File: config.mk
export PLATFORM = sky130hd
export DESIGN_NAME = interface_hcsr04_multi
export DESIGN_NICKNAME = d
export VERILOG_FILES = /design/src/rtl/interface_hcsr04_multi.sv
export SDC_FILE = /design/constraint.sdc
export NUM_CORES = 1
export LEC_CHECK = 0
export ABC_AREA = 1
export CAP_MARGIN = 40
export CORE_UTILIZATION = 39
export DETAILED_ROUTE_END_ITERATION = 6
export PLACE_DENSITY_LB_ADDON = 0.2
export SLEW_MARGIN = 15
export SYNTH_ARGS = -nofsm -noshare
export SYNTH_HDL_FRONTEND = slang
export SYNTH_SLANG_ARGS = --single-unit
File: constraint.sdc
create_clock -name clock -period 1.77 [get_ports clock]
set_input_delay 0.177 -clock clock [delete_from_list [all_inputs] [get_ports clock]]
set_output_delay 0.177 -clock clock [all_outputs]
set_load 0.05 [all_outputs]
File: src/rtl/interface_hcsr04_multi.sv
// Multi-channel HC-SR04 controller and datapath: sequential trigger/echo scan with cm conversion and timeout.
// Optional per-channel 2-sample averaging is enabled by defining HCSR04_MEDIA_EN.
module interface_hcsr04_multi #(
    parameter int N_CH        = 4,
    parameter int DIST_W      = 12,
    parameter int TRIG_CYC    = 500,
    parameter int CM_CYC      = 2941,
    parameter int TIMEOUT_CYC = 1_500_000,
    parameter int GAP_CYC     = 3_000_000,
    localparam int CW         = (N_CH > 1) ? $clog2(N_CH) : 1
) (
    input  logic              clock,
    input  logic              reset,
    input  logic              medir,
    input  logic              continuo,
    input  logic [N_CH-1:0]   echo,
    output logic [N_CH-1:0]   trigger,
    output logic [DIST_W-1:0] distancia,
    output logic [CW-1:0]     canal,
    output logic              erro,
    output logic              pronto,
    output logic              ocupado,
    output logic [3:0]        db_estado
);

    localparam int CYC_MAX = (TRIG_CYC > GAP_CYC) ? TRIG_CYC : GAP_CYC;
    localparam int CYC_W   = $clog2(CYC_MAX + 1);
    localparam int TO_W    = $clog2(TIMEOUT_CYC + 1);
    localparam int SUB_W   = (CM_CYC > 1) ? $clog2(CM_CYC) : 1;
    localparam logic [DIST_W-1:0] CM_MAX = {{(DIST_W-1){1'b1}}, 1'b0};

    typedef enum logic [3:0] {
        INICIAL     = 4'h0,
        PREPARA     = 4'h1,
        TRIGGER     = 4'h2,
        ESPERA_ECHO = 4'h3,
        MEDIDA      = 4'h4,
        ARMAZENA    = 4'h5,
        INTERVALO   = 4'h6,
        FINAL       = 4'hF
    } state_t;

    state_t            state, state_nx;
    logic [CW-1:0]     ch;
    logic [N_CH-1:0]   echo_meta, echo_sync;
    logic              echo_last;
    logic [CYC_W-1:0]  cyc_cnt;
    logic [SUB_W-1:0]  sub_cnt;
    logic [DIST_W-1:0] cm_cnt;
    logic [TO_W-1:0]   to_cnt;
    logic              to_flag;
    logic [DIST_W-1:0] dist_new;

    logic echo_sel, rise, trig_done, gap_done, ch_last, waiting, timeout_hit, count_en;

    assign echo_sel    = echo_sync[ch];
    assign rise        = echo_sel & ~echo_last;
    assign trig_done   = (cyc_cnt == CYC_W'(TRIG_CYC - 1));
    assign gap_done    = (cyc_cnt == CYC_W'(GAP_CYC - 1));
    assign ch_last     = (ch == CW'(N_CH - 1));
    assign waiting     = (state == ESPERA_ECHO) || (state == MEDIDA);
    assign timeout_hit = waiting && (to_cnt == TO_W'(TIMEOUT_CYC - 1));
    // The cycle that reveals the rising edge is already part of the echo width.
    assign count_en    = !timeout_hit &&
                         (((state == ESPERA_ECHO) && rise) || ((state == MEDIDA) && echo_sel));

    // NOTE: every combinational output gets a default first so no latch is inferred.
    always_comb begin
        state_nx = state;
        case (state)
            INICIAL:     if (medir) state_nx = PREPARA;
            PREPARA:     state_nx = TRIGGER;
            TRIGGER:     if (trig_done) state_nx = ESPERA_ECHO;
            ESPERA_ECHO: if (timeout_hit) state_nx = ARMAZENA;
                         else if (rise) state_nx = MEDIDA;
            MEDIDA:      if (timeout_hit || !echo_sel) state_nx = ARMAZENA;
            ARMAZENA:    state_nx = FINAL;
            FINAL:       state_nx = (!ch_last || continuo) ? INTERVALO : INICIAL;
            INTERVALO:   if (gap_done) state_nx = PREPARA;
            default:     state_nx = INICIAL;
        endcase
    end

    always_comb begin
        trigger = '0;
        if (state == TRIGGER) trigger[ch] = 1'b1;
    end

    assign pronto  = (state == FINAL);
    assign ocupado = (state != INICIAL);

    always_comb begin
        case (state)
            INICIAL, PREPARA, TRIGGER, ESPERA_ECHO, MEDIDA, ARMAZENA, INTERVALO, FINAL:
                db_estado = state;
            default: db_estado = 4'hE;
        endcase
    end

`ifdef HCSR04_MEDIA_EN
    logic [DIST_W-1:0] hist [N_CH];
    logic [N_CH-1:0]   hist_v;
    logic [DIST_W:0]   avg_sum;

    always_comb begin
        avg_sum  = {1'b0, cm_cnt} + {1'b0, hist[ch]};
        dist_new = hist_v[ch] ? avg_sum[DIST_W:1] : cm_cnt;
    end

    // NOTE: the history payload is left unreset; hist_v marks which entries hold real data.
    always_ff @(posedge clock) begin
        if (state == ARMAZENA && !to_flag) hist[ch] <= cm_cnt;
    end

    always_ff @(posedge clock or negedge reset) begin
        if (!reset) hist_v <= '0;
        else if (state == ARMAZENA && !to_flag) hist_v[ch] <= 1'b1;
    end
`else
    always_comb dist_new = cm_cnt;
`endif

    // NOTE: sequential state uses non-blocking assignments only.
    always_ff @(posedge clock or negedge reset) begin
        if (!reset) begin
            state     <= INICIAL;
            ch        <= '0;
            echo_meta <= '0;
            echo_sync <= '0;
            echo_last <= 1'b0;
            cyc_cnt   <= '0;
            sub_cnt   <= '0;
            cm_cnt    <= '0;
            to_cnt    <= '0;
            to_flag   <= 1'b0;
            distancia <= '0;
            canal     <= '0;
            erro      <= 1'b0;
        end else begin
            state     <= state_nx;
            echo_meta <= echo;
            echo_sync <= echo_meta;
            echo_last <= echo_sel;

            if ((state == TRIGGER && !trig_done) || (state == INTERVALO && !gap_done))
                cyc_cnt <= cyc_cnt + 1'b1;
            else
                cyc_cnt <= '0;

            if (state == PREPARA) begin
                sub_cnt <= '0;
                cm_cnt  <= '0;
                to_cnt  <= '0;
                to_flag <= 1'b0;
            end else if (waiting) begin
                to_cnt <= to_cnt + 1'b1;
                if (timeout_hit) to_flag <= 1'b1;
            end

            if (count_en) begin
                if (sub_cnt == SUB_W'(CM_CYC - 1)) begin
                    sub_cnt <= '0;
                    if (cm_cnt != CM_MAX) cm_cnt <= cm_cnt + 1'b1;
                end else begin
                    sub_cnt <= sub_cnt + 1'b1;
                end
            end

            if (state == ARMAZENA) begin
                distancia <= to_flag ? '1 : dist_new;
                canal     <= ch;
                erro      <= to_flag;
            end

            if (state == INICIAL)
                ch <= '0;
            else if (state == INTERVALO && gap_done)
                ch <= ch_last ? '0 : ch + 1'b1;
        end
    end

endmodule

==> results.md, run 1 <==
* Gr ovfl total at 0
* Post-synth EDFFs at 0
* Worst clock skew at 9.49 ps
* Worst Max-Slew Pin Slew at 526 ps
* HP Class: primary input to asynchronous set/reset pin
* Vias in the first global route at 5111
* Pwr/cell area at 580 nW/um^2
* Yosys cell types at 40
* Port bufs at 32
* Top cells by count, synth: 231 x nand2_1, 126 x nor2_1, 99 x inv_1
* Fin crit share at 0.982
* Global-route usage over all layers at 0.199
* Drt pass-1 iters at 5
* Antenna cells at 0
* Max Fclk at 0.575 GHz
* Hpwl dp at 11.0 mm
* Post-synthesis sequential area ratio at 0.406
* Crit path max fanout at 5
* Worst path cell trace: nor2_4 > buf_6 > nand3_2 > buf_6 > nor2_4 > buf_12
* Hold Violations, Final at 0
* Mapped Area at 6040 sq um
* Ys Warns at 0
* CP endpoint: trigger[3]
* DIE WIDTH at 126 microns
* CP Launch Point: state[2]$_DFFE_PN0P_
* First-pass GRT wire length at 25.0 mm
* H-Tree Depth at 3
* WHS at 165 ps
* Synth Net Count at 859
* Average size of a mapped cell at 7.18 sq um
* Die Span Y at 126 microns
* Status: completed
* WP data required at 1590 ps
* Initial antenna violation count at 0
* Reg2reg end: cm_cnt[6]$_DFF_PN0_
* CTS Buffer Depth at 2
* CTS Buf Count at 9
* Final #Nets at 958
* Flops & latches, synth at 98
* Peak VDD IR at 0.462 mV
* Final worst slack at 32.2 ps
* Clock-pin transition on the worst setup and hold timing paths at 80 ps
* Gate Count Post-Synth at 841
* Reg2reg start: state[1]$_DFFE_PN0P_
* Worst endpoint data arrival time at 1560 ps
* # DRC at 0
* GP Congestion at 0.866
* Routed len/inst at 13.5 microns
* Via count at 5543
* Dpl ws at 75.0 ps
* Clk sink count at 98
* Final min period at 1740 ps
* Fin. max-slew vios at 0
* R2R Setup Slk at 130 ps
* Slowest stage delay, CP at 450 ps
* Core footprint at 15100 sq um
* Root buf cell: clkbuf_16
* Clock Latency Late Sink at 370 ps
* # IOs at 33
* LEAKAGE at 3.70 nW
* Setup CP Type: flop to primary output
* Async SR Flop Fraction at 1.00
* Yosys top cell by area: dfrtp_1
* Num rows at 45
* Rel. slew slack at 0.649
* Area Overhead vs Synth at 25.2%
* RSZ-0062 raised after global routing: true
* Top_reg_cell synth: dfrtp_1
* R2R depth at 8
* CP max-delay cell: dfrtp_2
* Largest net degree at the start of global routing at 67
* Final Total Pwr at 4.38 mW
* Share of post-route cells with drive strength above 1 at 0.188
* Die Area at 16000 sq um
* Worst Setup End Kind: primary output
* Top post-synthesis cells by area: dfrtp_1 41%, nand2_1 14%, nor2_1 7.8%
* CTS tree: built
* Max_cap viols at 0
* Top-count cell post-synth: nand2_1
* Final wirelength at 15.2 mm
* Via-to-Cell Ratio at 4.89
* Final setup fails at 0
* Antenna-violating nets left at 0
* Nature of the critical path startpoint: flop
* Yosys top cell area share at 0.406
* Fill count at 1462
* First DRT Iteration DRCs at 344
* Setup TNS at 0 ps
* Initial Util at 0.399
[where the power goes]
part	switching, mW	internal (mW)
clock	1.04	1.01
combinational	0.0501	0.0225
sequential	0.00442	2.25
total	1.10	3.28
[sequential cells by signal, indices dropped and copies added, names as in the netlist]
signal     flops
distancia     12
echo_sync      4
echo_meta      4
erro           1
cm_cnt        12
sub_cnt       12
echo_last      1
state          4
to_flag        1
ch             2
canal          2
to_cnt        21
cyc_cnt       22
[layout make-up]
cell class              count  area [sq um]  area share
inverters                 107           412      0.0545
clock buffers               9           225      0.0298
repair buffers            106           992       0.131
flip-flops and latches     98          2460       0.325
well taps                 188           235      0.0311
multi-input cells         618          3150       0.417
clock inverters             7          81.3      0.0108
[through the flow]
step                      cell area, sq um  cells   util
after floorplan                       6050    841      -
after global placement                6980   1099  0.461
after detailed placement              6980   1099  0.461
after CTS                             7320   1117  0.483
after global routing                  7560   1133  0.499
final                                 7560   1133  0.499
[per-layer routing]
metal	track usage	up-vias	routed length, microns
li1	-	2864	-
met4	0.0617	0	249
met5	0	-	0
met3	0.0434	23	519
met1	0.287	2565	7950
met2	0.294	91	6520
[cells in the final DEF, fill, tap and decap left out, types with 3 or more instances in the layout]
cell type / synthesis / routed
nor2_4: 6 / 13
a21oi_1: 36 / 35
nand3_2: 7 / 9
nand2_1: 231 / 229
dfrtp_1: 98 / 93
nor2_2: 9 / 9
nor3_2: 2 / 3
nand4_1: 23 / 23
nand2_4: 0 / 6
nand3_1: 58 / 56
inv_6: 1 / 3
buf_6: 5 / 3
nor3b_1: 3 / 3
buf_4: 2 / 71
clkdlybuf4s50_1: 0 / 19
xnor2_1: 5 / 5
o21ai_1: 9 / 11
nor3_1: 19 / 18
clkbuf_16: 0 / 9
nand3b_1: 4 / 4
inv_1: 99 / 94
buf_12: 1 / 10
xor2_1: 17 / 17
inv_2: 6 / 10
dfrtp_2: 0 / 5
o21ai_0: 25 / 23
nor2_1: 126 / 119
ha_1: 10 / 8
nand2_2: 10 / 8
[cells by family after synthesis]
group           after synthesis  synth area share
compound gates               79            0.0701
xor+xnor                     22            0.0319
fa+ha+maj                    10            0.0207
buf+inv                     127            0.0945
flops                        98             0.406
simple gates                505             0.377
[worst min-delay path by stage]
stage,startpoint,end,slack [ps],depth (start not counted)
3_3_place_gp,reset,cyc_cnt[15]$_DFF_PN0_,7,1
2_1_floorplan,reset,canal[0]$_DFFE_PN0N_,-120,0
4_1_cts,reset,cyc_cnt[15]$_DFF_PN0_,160,2
5_1_grt,reset,cyc_cnt[15]$_DFF_PN0_,180,2
3_5_place_dp,reset,cyc_cnt[15]$_DFF_PN0_,6,1
6_report,reset,cyc_cnt[15]$_DFF_PN0_,160,2
[worst max-delay path, delay by kind of cell (launching register included)]
family / cells / cell delay (ps)
DFF: 1 / 450
buffers and inverters: 3 / 420
and+or+nand+nor: 3 / 310
[what timing repair did]
item / in CTS / in global routing
gates cloned: 0 / 2
endpoints found under the hold margin: 98 / 0
hold buffers: 1 / 0
gates resized for setup: 6 / 37
setup buffers: 1 / 14
pin swaps: 0 / 9
endpoints found under the setup margin: 6 / 50
No activity file was read; power rests on OpenSTA's default activity.
==> inputs of run 2 (changes only) <==
Settings changed: GPL_ROUTABILITY_DRIVEN set to 1.
==> results of run 2 <==
Same layout as run 1: the final DEF is identical, and so are final timing and power.
